$ cat src/rtl/uart_tx_frame.sv
// uart_tx_frame: serializes one byte per accepted request as
// start bit, 8 data bits (LSB first), optional parity bit and one stop bit.
// Ports: clk, reset (sync, active-high), start/data_in (request + byte),
//        tx (registered serial line, idles high), busy (frame in progress),
//        done (one-cycle pulse after the stop bit).
module uart_tx_frame #(
    parameter int CLKS_PER_BIT = 5208,
    parameter int PARITY       = 0
) (
    input  logic       clk,
    input  logic       reset,
    input  logic       start,
    input  logic [7:0] data_in,
    output logic       tx,
    output logic       busy,
    output logic       done
);

    typedef enum logic [2:0] {
        S_IDLE   = 3'd0,
        S_START  = 3'd1,
        S_DATA   = 3'd2,
        S_PARITY = 3'd3,
        S_STOP   = 3'd4,
        S_DONE   = 3'd5
    } state_t;

    localparam logic [15:0] LAST_CNT = 16'(CLKS_PER_BIT - 1);
    // Unsupported parity codes fall back to no parity.
    localparam bit PAR_EN  = (PARITY == 1) || (PARITY == 2);
    localparam bit PAR_ODD = (PARITY == 2);

    state_t      r_state;
    state_t      w_state_n;
    logic [15:0] r_cnt;
    logic [15:0] w_cnt_n;
    logic [2:0]  r_idx;
    logic [2:0]  w_idx_n;
    logic [7:0]  r_shift;
    logic [7:0]  w_shift_n;
    logic        r_par;
    logic        w_par_n;
    logic        r_tx;
    logic        w_tx_n;
    logic        w_last;

    assign w_last = (r_cnt == LAST_CNT);

    always_ff @(posedge clk) begin
        if (reset) begin
            r_state <= S_IDLE;
            r_cnt   <= '0;
            r_idx   <= '0;
            r_shift <= '0;
            r_par   <= 1'b0;
            r_tx    <= 1'b1;
        end else begin
            r_state <= w_state_n;
            r_cnt   <= w_cnt_n;
            r_idx   <= w_idx_n;
            r_shift <= w_shift_n;
            r_par   <= w_par_n;
            r_tx    <= w_tx_n;
        end
    end

    always_comb begin
        w_state_n = r_state;
        w_cnt_n   = r_cnt;
        w_idx_n   = r_idx;
        w_shift_n = r_shift;
        w_par_n   = r_par;
        unique case (r_state)
            S_IDLE: begin
                if (start) begin
                    w_state_n = S_START;
                    w_cnt_n   = '0;
                    w_idx_n   = '0;
                    w_shift_n = data_in;
                    w_par_n   = PAR_ODD ? ~^data_in : ^data_in;
                end
            end
            S_START: begin
                if (w_last) begin
                    w_cnt_n   = '0;
                    w_state_n = S_DATA;
                end else begin
                    w_cnt_n = r_cnt + 16'd1;
                end
            end
            S_DATA: begin
                if (w_last) begin
                    w_cnt_n   = '0;
                    w_shift_n = {1'b0, r_shift[7:1]};
                    if (r_idx == 3'd7) begin
                        w_idx_n   = '0;
                        w_state_n = PAR_EN ? S_PARITY : S_STOP;
                    end else begin
                        w_idx_n = r_idx + 3'd1;
                    end
                end else begin
                    w_cnt_n = r_cnt + 16'd1;
                end
            end
            S_PARITY: begin
                if (w_last) begin
                    w_cnt_n   = '0;
                    w_state_n = S_STOP;
                end else begin
                    w_cnt_n = r_cnt + 16'd1;
                end
            end
            S_STOP: begin
                if (w_last) begin
                    w_cnt_n   = '0;
                    w_state_n = S_DONE;
                end else begin
                    w_cnt_n = r_cnt + 16'd1;
                end
            end
            S_DONE: begin
                w_state_n = S_IDLE;
            end
            default: begin
                w_state_n = S_IDLE;
            end
        endcase
    end

    // tx is registered from the next state so the line level is
    // glitch-free and aligned with the state it belongs to.
    always_comb begin
        w_tx_n = 1'b1;
        unique case (w_state_n)
            S_START:  w_tx_n = 1'b0;
            S_DATA:   w_tx_n = w_shift_n[0];
            S_PARITY: w_tx_n = w_par_n;
            default:  w_tx_n = 1'b1;
        endcase
    end

    assign tx   = r_tx;
    assign busy = (r_state != S_IDLE);
    assign done = (r_state == S_DONE);

endmodule

$ cat config.mk
export PLATFORM = sky130hd
export DESIGN_NAME = uart_tx_frame
export DESIGN_NICKNAME = d
export VERILOG_FILES = /design/src/rtl/uart_tx_frame.sv
export SDC_FILE = /design/constraint.sdc
export NUM_CORES = 1
export LEC_CHECK = 0
export ABC_AREA = 1
export BUFFER_PORTS_ARGS = -buffer_cell sky130_fd_sc_hd__buf_2
export CORE_ASPECT_RATIO = 1.4
export CORE_MARGIN = 1.5
export CORE_UTILIZATION = 36
export CTS_CLUSTER_DIAMETER = 200
export DETAILED_ROUTE_END_ITERATION = 16
export PLACE_DENSITY = 0.5
export SLEW_MARGIN = 10
export SYNTH_ARGS = -nofsm -noshare
export SYNTH_HDL_FRONTEND = slang
export SYNTH_SLANG_ARGS = --single-unit
$ cat constraint.sdc
create_clock -name clk -period 1.8 [get_ports clk]
set_input_delay 0.45 -clock clk [delete_from_list [all_inputs] [get_ports clk]]
set_output_delay 0.45 -clock clk [all_outputs]
set_load 0.05 [all_outputs]
# Word-level counts from Yosys, hierarchy flattened
# Index checks and enable logic that the tools add are counted.
# Widths: inputs -> output; s select.
op_classes:
  addsub: 2
  n_eq_ne: 12
  n_mux: 20
  reduce_logical: 8
op_table:
  columns: ["cell", "count"]
  rows:
  - ["$mux 16", 2]
  - ["$pmux 16 s2", 1]
  - ["$mux 3", 9]
  - ["$add 16x1->16 const B", 1]
  - ["$eq 16x13->1 const B", 1]
  - ["$mux 8", 2]
  - ["$pmux 8 s2", 1]
  - ["$pmux 3 s5", 1]
  - ["$eq 3x2->1 const B", 4]
  - ["$eq 3x3->1 const B", 3]
  - ["$reduce_xor 8->1", 1]
  - ["$eq 3x1->1 const B", 2]
  - ["$pmux 3 s2", 1]
  - ["$ne 2x2->1 const B", 2]
  - ["$reduce_bool 2->1", 2]
  - ["$reduce_or 4->1", 1]
  - ["$add 3x1->3 const B", 1]
  - ["$logic_not 3->1", 1]
  - ["$pmux 1 s3", 1]
  - ["$reduce_and 3->1", 1]
  - ["$reduce_bool 3->1", 1]
  - ["$mux 1", 2]
  - ["$reduce_and 2->1", 1]
word_totals:
  register_bits: 32
  inputBits: 11
  output_inout_bits: 3
  word_cells: 49

# Depth between registers and ports, before layout
# Gate-level depths: netlist of run 1.
depth:
  depth_word: 6
  ltp_mapped: 13
  ltp_nobuf: 13

# Worst setup path after synthesis of run 1
# Ideal clock, no wire load.
synth_path:
  path_type: "reg2out"
  from: "register r_state[2]"
  to: "output port done"
  t_arrival_ns: 1.500
  required_ns: 1.350
  path_slack_ns: -0.150
  stages_incl_launch_ff: 3
  cell_sequence: "dfxtp_1 > inv_2 > nor3_1"
synth_between:
  elab_chain_cells: 1
synth_rtl:
  columns: ["element", "line_no", "text"]
  rows:
  - ["from (decl)", "33", "state_t r_state;"]
  - ["from (signal assigned)", "58", "r_state <= w_state_n;"]
  - ["$eq 3x3->1", "144", "assign done = (r_state == S_DONE);"]
  - ["to (decl)", "16", "output logic done"]
# No other way between the ends.

# Worst setup path in the final report of run 1
# Same ends and word-level chain as after synthesis.

==> results of run 1 <==
synth_stat cells, drive strengths merged (2+ instances only):
cell / count / share of area, %
a31oi: 7 / 2.1
ha: 3 / 1.8
xor2: 3 / 1.3
buf: 5 / 1.8
or2: 2 / 0.61
a211oi: 2 / 0.97
dfxtp: 32 / 31
nand4: 10 / 3.0
nand2: 115 / 22
nor3b: 3 / 1.8
o21ai: 6 / 1.5
inv: 41 / 7.5
nor3: 8 / 2.4
nand3: 14 / 3.4
nor2: 53 / 13
a21oi: 14 / 3.9
registers in the layout, indices dropped and copies added (netlist names):
| signal | cells |
|---|---|
| tx | 1 |
| r_shift | 8 |
| r_par | 1 |
| r_cnt | 16 |
| r_state | 3 |
| r_idx | 3 |
how the worst max path moves through the flow:
| stage | startpoint | to | slack (ns) |
|---|---|---|---|
| floorplan | r_cnt[0] | r_idx[1] | 0.27 |
| finish | r_state[2] | done | 0.19 |
| global route | r_cnt[0] | r_idx[1] | 0.007 |
| global placement | r_cnt[0] | r_cnt[13] | 0.15 |
| detailed placement | r_cnt[0] | r_cnt[13] | 0.13 |
| CTS | r_cnt[0] | r_idx[1] | 0.12 |
area by class of cell:
class	count	area share, %
clock buffer	6	3.04
clock inverter	2	1.47
inverter	42	6.60
multi-input combinational	243	51.9
sequential	32	26.9
tap	68	3.56
timing repair buffer	23	6.54
layout by cell type (no fill, tap or decap), types with 2 or more instances in the layout:
master	n
nand2_1	108
nor2_1	39
inv_1	30
dfxtp_1	30
nand3_1	14
a21oi_1	13
buf_2	13
inv_2	11
nand4_1	10
nor2_4	8
buf_4	8
a31oi_1	7
nor2_2	6
nor3_1	5
clkbuf_8	5
nand2_2	4
o21ai_0	4
nand2_4	3
nor3_2	3
nor3b_2	3
xor2_1	3
o21ai_1	2
ha_1	2
dfxtp_2	2
worst reg2reg max path, delay by kind of cell (launching register included):
family,cells,cell delay (ns)
AOI/OAI and AO/OA,1,0.11
DFF,1,0.35
buffers and inverters,2,0.23
adders and majority gates,1,0.19
and+or+nand+nor,7,0.63
stage by stage:
stage               power (W)  instances  worst slack (ns)  util [%]
global route          0.00179        416           0.00671      43.3
CTS                   0.00171        416             0.116      43.0
floorplan            0.000939        323             0.268         -
finish                0.00168        416             0.185      43.3
global placement      0.00101        408             0.151      41.1
detailed placement    0.00101        408             0.128      41.1
report_power, final:
group	internal, W	switching [W]
Clock	0.000411	0.000274
Combinational	0.0000895	0.000157
Sequential	0.000735	0.0000135
Total	0.00124	0.000444
cells by family (layout without fill, tap and decap cells):
| family | count (synthesis) | count (layout) | synth area share, % |
|---|---|---|---|
| AOI/OAI and AO/OA | 30 | 30 | 8.84 |
| xor gates and xnor gates | 4 | 4 | 1.70 |
| adders and majority gates | 3 | 3 | 1.82 |
| buffers and inverters | 48 | 73 | 9.57 |
| DFF | 32 | 32 | 31.0 |
| and+or+nand+nor | 206 | 206 | 47.1 |
routing by layer:
layer	GRT usage [%]	routed length, um	vias up
li1	-	-	1065
met1	20.2	2050	857
met2	31.3	2590	23
met3	3.52	96	4
met4	7.31	59	0
met5	0	0	-
timing repair:
item                                    in CTS  in global routing
resized for setup                            0                  6
buffers inserted                             0                  0
endpoints found under the setup margin       0                 17
==> results.sh, run 1 <==
export IMPL_outcome="finished, final reports clean"
export IMPL_ios=14
export IMPL_synth_cell_types=33
export IMPL_ys_warn_count=0
export IMPL_grt_pass1_wl_mm=8.44
export IMPL_num_rows=32
export IMPL_power_density_nw_per_um2=703
export IMPL_syn_inst=323
export IMPL_grt_start_max_net_pins=17
export IMPL_cts_sinks=32
export IMPL_endpoint_kind="primary output"
export IMPL_syn_area_sq_um=2070
export IMPL_period_minus_slack_ns=1.61
export IMPL_crit_path_start_kind="flip-flop"
export IMPL_yosys_register_bits=32
export IMPL_whs_endpoint="r_shift[7]"
export IMPL_antenna_left=0
export IMPL_grt_pass1_vias=1870
export IMPL_clock_path_buffers=2
export IMPL_vias=1949
export IMPL_diodes=0
export IMPL_holdCritPathClass="in2reg"
export IMPL_path_max_fanout=4
export IMPL_path_clk_slew_ns=0.07
export IMPL_placed_cell_area_sq_um=2270
export IMPL_cp_required_ns=1.35
export IMPL_numCtsBuffers=5
export IMPL_via_per_inst=4.69
export IMPL_reg2reg_from="r_cnt[0]"
export IMPL_ir_drop_mv=0.283
export IMPL_synth_seq_area_share_pct=31.0
export IMPL_drive_gt1_share_pct=21.3
export IMPL_holdPathStages=3
export IMPL_hold_violations=0
export IMPL_cp_num_cells=3
export IMPL_syn_num_nets=337
export IMPL_nets=361
export IMPL_drt_iter0_markers=93
export IMPL_r2r_end="r_idx[1]"
export IMPL_cp_cell_sequence="inv_2 -> nor3_2 -> buf_2"
export IMPL_wl_per_cell_um=11.5
export IMPL_core_area_sq_um=5530
export IMPL_cp_top_family="flip-flops"
export IMPL_start_util_pct=37.4
export IMPL_syn_avg_cell_area_sq_um=6.40
export IMPL_rsz0062_at_grt="false"
export IMPL_multi_input_comb_area_sq_um=1240
export IMPL_reg2reg_slack_ns=0.19
export IMPL_clock_tree_root_cell="clkbuf_8"
export IMPL_max_cap_violations=0
export IMPL_slew_headroom_pct=78.4
export IMPL_cp_num_buf_inv=2
export IMPL_cp_arrival_ns=1.16
export IMPL_cts_tree="yes"
export IMPL_dr_pass1_iters=4
export IMPL_die_x_um=67.0
export IMPL_htree_levels=2
export IMPL_synth_flop_cell="dfxtp_1"
export IMPL_area_delta_synth_final_pct=15.7
export IMPL_hp_start="data_in[7]"
export IMPL_tightest_slew_ns=0.321
export IMPL_synth_async_reset_ratio_pct=0
export IMPL_cpMaxStageDelayCell="dfxtp_1"
export IMPL_period_share_pct=89.7
export IMPL_rr_worst_depth=11
export IMPL_grt_remaining_overflow=0
export IMPL_fin_setup_tns_ns=0
export IMPL_slowest_delay_ns=0.39
export IMPL_finClkSkew_ns=0.0144
export IMPL_final_max_slew_viol_count=0
export IMPL_die_height_um=92.6
export IMPL_place_congestion=0.837
export IMPL_stdcell_area_sq_um=2390
export IMPL_holdWs_ns=0.451
export IMPL_die_area_sq_um=6210
export IMPL_fillers=586
export IMPL_synth_edf_count=0
export IMPL_wl_mm=4.80
export IMPL_regArea_sq_um=643
export IMPL_remaining_drc_errors=0
export IMPL_max_clock_freq_ghz=0.619
export IMPL_track_usage_pct=17.7
export IMPL_dp_hpwl_mm=3.84
export IMPL_clk_latency_ns=0.28
export IMPL_portBuffers=13
export IMPL_ctsHoldBuffers=0
export IMPL_crit_type="reg2out"
export IMPL_antenna_found_initial=0
export IMPL_setup_violations=0
export IMPL_p_leak_nw=1.07
Note: power is estimated with default switching activity, not from simulation.
==> run 2, diff against run 1 <==
--- a/config.mk
+++ b/config.mk
@@ -9,10 +9,10 @@
 export BUFFER_PORTS_ARGS = -buffer_cell sky130_fd_sc_hd__buf_2
 export CORE_ASPECT_RATIO = 1.4
 export CORE_MARGIN = 1.5
-export CORE_UTILIZATION = 36
+export CORE_UTILIZATION = 60
 export CTS_CLUSTER_DIAMETER = 200
 export DETAILED_ROUTE_END_ITERATION = 16
-export PLACE_DENSITY = 0.5
+export PLACE_DENSITY = 0.77
 export SLEW_MARGIN = 10
 export SYNTH_ARGS = -nofsm -noshare
 export SYNTH_HDL_FRONTEND = slang
==> results.sh, run 2 (same netlist as run 1, synthesis figures left out) <==
export IMPL_grt_pass1_wl_mm=7.42
export IMPL_crit_path_start_kind="flip-flop"
export IMPL_via_per_inst=5.13
export IMPL_wl_mm=4.43
export IMPL_remaining_drc_errors=0
export IMPL_cts_tree="yes"
export IMPL_dr_pass1_iters=4
export IMPL_dp_hpwl_mm=3.49
export IMPL_grt_pass1_vias=1812
export IMPL_outcome="finished, final reports clean"
export IMPL_ir_drop_mv=0.591
export IMPL_p_leak_nw=1.06
export IMPL_crit_type="reg2reg"
export IMPL_area_delta_synth_final_pct=12.8
export IMPL_grt_remaining_overflow=0
export IMPL_track_usage_pct=25.9
export IMPL_rsz0062_at_grt="false"
export IMPL_biggestRegsByFlops="r_cnt: 16 flops, r_shift: 8 flops"
export IMPL_diodes=0
export IMPL_core_area_sq_um=3350
export IMPL_path_max_fanout=6
export IMPL_fin_setup_tns_ns=0
export IMPL_clk_latency_ns=0.29
export IMPL_cts_sinks=32
export IMPL_mostFrequentLayoutCells="nand2_1 (108), nor2_1 (37), dfxtp_1 (31)"
export IMPL_rr_worst_depth=11
export IMPL_wl_per_cell_um=11.4
export IMPL_final_max_slew_viol_count=0
export IMPL_tightest_slew_ns=0.396
export IMPL_max_cap_violations=0
export IMPL_crit_path_start="r_cnt[1]"
export IMPL_die_height_um=72.4
export IMPL_portBuffers=13
export IMPL_die_x_um=52.6
export IMPL_cp_arrival_ns=1.82
export IMPL_layout_setup_ws_ns=0.165
export IMPL_holdCritPathClass="in2reg"
export IMPL_ctsHoldBuffers=0
export IMPL_antenna_found_initial=0
export IMPL_numCtsBuffers=5
export IMPL_reg2reg_from="r_cnt[1]"
export IMPL_clock_tree_root_cell="clkbuf_8"
export IMPL_worstSetupEndpoint="r_cnt[3]"
export IMPL_num_rows=25
export IMPL_antenna_left=0
export IMPL_layout_commonest_cell="nand2_1"
export IMPL_reg2reg_slack_ns=0.17
export IMPL_finClkSkew_ns=0.00788
export IMPL_largest_reg_flops=16
export IMPL_power_density_nw_per_um2=673
export IMPL_ios=14
export IMPL_drt_iter0_markers=46
export IMPL_drive_gt1_share_pct=21.3
export IMPL_setup_violations=0
export IMPL_r2r_end="r_cnt[3]"
export IMPL_die_area_sq_um=3810
export IMPL_period_minus_slack_ns=1.63
export IMPL_max_clock_freq_ghz=0.612
export IMPL_clock_path_buffers=2
export IMPL_dpl_worst_slack_ns=0.0941
export IMPL_largest_register="r_cnt"
export IMPL_endpoint_kind="flip-flop"
export IMPL_cts_resized_gates=0
export IMPL_slew_headroom_pct=73.5
export IMPL_place_congestion=0.881
export IMPL_start_util_pct=61.7
export IMPL_grt_start_max_net_pins=16
export IMPL_cp_required_ns=1.99
export IMPL_cts_setup_buffers=0
export IMPL_period_share_pct=90.8
export IMPL_nets=361
export IMPL_path_clk_slew_ns=0.06
export IMPL_hold_violations=0
export IMPL_vias=1990
export IMPL_htree_levels=2
==> run 2: cell types whose count changed in the layout (fill, tap and decap cells not counted), sizes merged <==
cell / change
clkbuf: +2
bufinv: -1
clkinv: -1
==> run 2: worst max-delay path, stage by stage, from the launching register on <==
cell and delay [ns]:
dfxtp_1 0.35, ha_2 0.20, nand2_1 0.09, inv_2 0.07, nand2_1 0.08, nor2_4 0.15, nand2_4 0.08, nand2_1 0.10
nand2_2 0.08, nand2_4 0.11, buf_4 0.16, nor2_1 0.05
==> run 2: metrics by stage <==
step                total power (W)  utilization (%)  std cells  hold WS [ns]  cell area, sq um
global route                0.00164             69.6        388         0.462              2330
detailed placement          0.00100             66.4        380         0.464              2220
finish                      0.00157             69.6        388         0.461              2330
CTS                         0.00157             69.0        388         0.456              2310
global placement           0.000998             66.4        380         0.457              2220
floorplan                  0.000939                -        323         0.439              2070
==> run 2: area by class of cell <==
type                       instances  area, sq um
inverter                          42          158
sequential                        32          642
timing repair buffer              23          140
clock buffer                       8         90.1
tap                               40         50.0
fill                             307         1020
multi-input combinational        243         1250
==> run 2: how the worst min path moves through the flow <==
stage | startpoint | end | slack, ns | cells past startpoint
after global routing | data_in[4] | r_shift[4] | 0.46 | 3
after detailed placement | r_shift[0] | r_shift[0] | 0.46 | 2
after floorplan | r_shift[7] | r_shift[7] | 0.44 | 2
final | data_in[4] | r_shift[4] | 0.46 | 3
after global placement | r_shift[7] | r_shift[7] | 0.46 | 2
after CTS | data_in[4] | r_shift[4] | 0.46 | 3
==> run 2: power breakdown <==
part           leakage [nW]  switching, W  internal, W
clock                0.0455      0.000265     0.000311
combinational         0.752      0.000156    0.0000854
sequential            0.261     0.0000140     0.000735
total                  1.06      0.000435      0.00113
==> run 2: per-layer routing <==
metal / global-route usage [%] / vias to the layer above / wire, um
met3: 4.94 / 8 / 129
li1: - / 1067 / -
met4: 10.8 / 0 / 67
met1: 26.7 / 891 / 1820
met2: 49.0 / 24 / 2410
met5: 0 / - / 0
==> run 3, diff against run 2 <==
--- a/config.mk
+++ b/config.mk
@@ -6,13 +6,13 @@
 export NUM_CORES = 1
 export LEC_CHECK = 0
 export ABC_AREA = 1
-export BUFFER_PORTS_ARGS = -buffer_cell sky130_fd_sc_hd__buf_2
+export BUFFER_PORTS_ARGS = -buffer_cell sky130_fd_sc_hd__clkbuf_2
 export CORE_ASPECT_RATIO = 1.4
 export CORE_MARGIN = 1.5
 export CORE_UTILIZATION = 60
 export CTS_CLUSTER_DIAMETER = 200
 export DETAILED_ROUTE_END_ITERATION = 16
-export PLACE_DENSITY = 0.77
+export PLACE_DENSITY = 0.82
 export SLEW_MARGIN = 10
 export SYNTH_ARGS = -nofsm -noshare
 export SYNTH_HDL_FRONTEND = slang
==> results.sh, run 3 (same netlist as run 1, synthesis figures left out) <==
export IMPL_outcome="finished, final reports clean"
export IMPL_final_max_slew_viol_count=0
export IMPL_power_density_nw_per_um2=686
export IMPL_p_leak_nw=1.06
export IMPL_multi_input_comb_area_sq_um=1260
export IMPL_clk_latency_ns=0.29
export IMPL_clock_tree_root_cell="clkbuf_8"
export IMPL_cp_required_ns=1.35
export IMPL_portBuffers=13
export IMPL_vias=2055
export IMPL_endpoint_kind="primary output"
export IMPL_cp_cell_sequence="inv_2 -> nor3_2 -> clkbuf_2"
export IMPL_numCtsBuffers=5
export IMPL_biggestRegsByFlops="r_cnt: 16 flops, r_shift: 8 flops"
export IMPL_holdCritPathClass="in2reg"
export IMPL_grt_pass1_wl_mm=7.38
export IMPL_regArea_sq_um=643
export IMPL_fin_setup_tns_ns=0
export IMPL_cp_num_buf_inv=2
export IMPL_max_cap_violations=0
export IMPL_hold_violations=0
export IMPL_tightest_slew_ns=0.395
export IMPL_crit_path_start_kind="flip-flop"
export IMPL_start_util_pct=61.7
export IMPL_period_minus_slack_ns=1.66
export IMPL_final_util_pct=70.0
export IMPL_cp_arrival_ns=1.21
export IMPL_period_share_pct=92.1
export IMPL_slowest_delay_ns=0.39
export IMPL_nets=360
export IMPL_antenna_left=0
export IMPL_wl_mm=4.63
export IMPL_setup_violations=0
export IMPL_ctsHoldBuffers=0
export IMPL_dr_pass1_iters=4
export IMPL_remaining_drc_errors=0
export IMPL_die_x_um=52.6
export IMPL_slew_headroom_pct=73.6
export IMPL_diodes=0
export IMPL_grt_start_max_net_pins=16
export IMPL_cts_sinks=32
export IMPL_ir_drop_mv=0.725
export IMPL_cts_tree="yes"
export IMPL_rsz0062_at_grt="false"
export IMPL_path_max_fanout=4
export IMPL_mostFrequentLayoutCells="nand2_1 (107), nor2_1 (39), inv_1 (30), dfxtp_1 (30), nand3_1 (14)"
export IMPL_crit_type="reg2out"
export IMPL_drive_gt1_share_pct=21.7
export IMPL_num_rows=25
export IMPL_track_usage_pct=25.8
export IMPL_max_clock_freq_ghz=0.603
export IMPL_core_area_sq_um=3350
export IMPL_fillers=297
export IMPL_cp_top_family="flip-flops"
export IMPL_area_delta_synth_final_pct=13.4
export IMPL_die_height_um=72.4
export IMPL_grt_pass1_vias=1889
export IMPL_antenna_found_initial=0
export IMPL_via_per_inst=5.32
export IMPL_dp_hpwl_mm=3.45
export IMPL_clock_path_buffers=2
export IMPL_wl_per_cell_um=12.0
export IMPL_drt_iter0_markers=52
export IMPL_htree_levels=2
export IMPL_layout_commonest_cell="nand2_1"
export IMPL_finClkSkew_ns=0.00480
export IMPL_largest_register="r_cnt"
export IMPL_die_area_sq_um=3810
export IMPL_place_congestion=0.843
export IMPL_largest_reg_flops=16
export IMPL_path_clk_slew_ns=0.07
export IMPL_grt_remaining_overflow=0
export IMPL_ios=14
export IMPL_cpMaxStageDelayCell="dfxtp_1"
==> run 3: changes by cell type in the layout (fill, tap and decap cells not counted), sizes merged <==
cell | previous run | this run
clkbuf | 8 | 20
buf | 23 | 9
==> run 3: area by class of cell <==
cell class	count	share of cell area, %
sequential	32	27.5
inverter	42	6.73
tap	40	2.14
timing repair buffer	22	5.66
multi-input combinational	243	53.9
clock buffer	7	4.11
==> run 3: path summary, 6_finish.rpt <==
check,startpoint,endpoint,slack (ns),depth (start not counted)
setup / recovery,r_state[2],done,0.14,3
hold / removal,data_in[7],r_shift[7],0.43,3
setup reg to reg,r_cnt[1],r_shift[3],0.17,11
hold reg to reg,r_shift[7],r_shift[7],0.47,2
==> run 3: where the power goes <==
part / total (W) / internal, W / leakage (nW) / switching [W]
logic: 0.000241 / 0.0000837 / 0.751 / 0.000157
clock network: 0.000616 / 0.000340 / 0.0503 / 0.000275
registers: 0.000750 / 0.000735 / 0.261 / 0.0000153
==> run 3: what timing repair did <==
action                                  CTS  global route
resized for setup                         0             8
endpoints found under the setup margin    0            24
setup buffers                             0             0
==> run 3: tightest hold or removal path, cell delays in order <==
cell      delay [ns]
clkbuf_2        0.11
nand2_1         0.06
a21oi_1         0.05
==> run 3: metal layers <==
metal  part of all wire, %  global-route usage [%]  vias to the layer above
li1                      -                       -                     1068
met1                    39                    24.0                      916
met2                    52                    48.6                       52
met3                   3.6                    5.35                       19
met4                   5.4                    16.0                        0
met5                     0                       0                        -
==> run 3: through the flow <==
step / area, sq um / cells / total power [W] / hold WS (ns) / setup slack, ns
after floorplan: 2070 / 323 / 0.000939 / 0.439 / 0.268
after global placement: 2210 / 379 / 0.000994 / 0.456 / 0.126
after detailed placement: 2210 / 379 / 0.00100 / 0.461 / 0.0723
after CTS: 2310 / 386 / 0.00160 / 0.429 / 0.0644
after global routing: 2340 / 386 / 0.00166 / 0.462 / 0.0180
final: 2340 / 386 / 0.00161 / 0.429 / 0.143
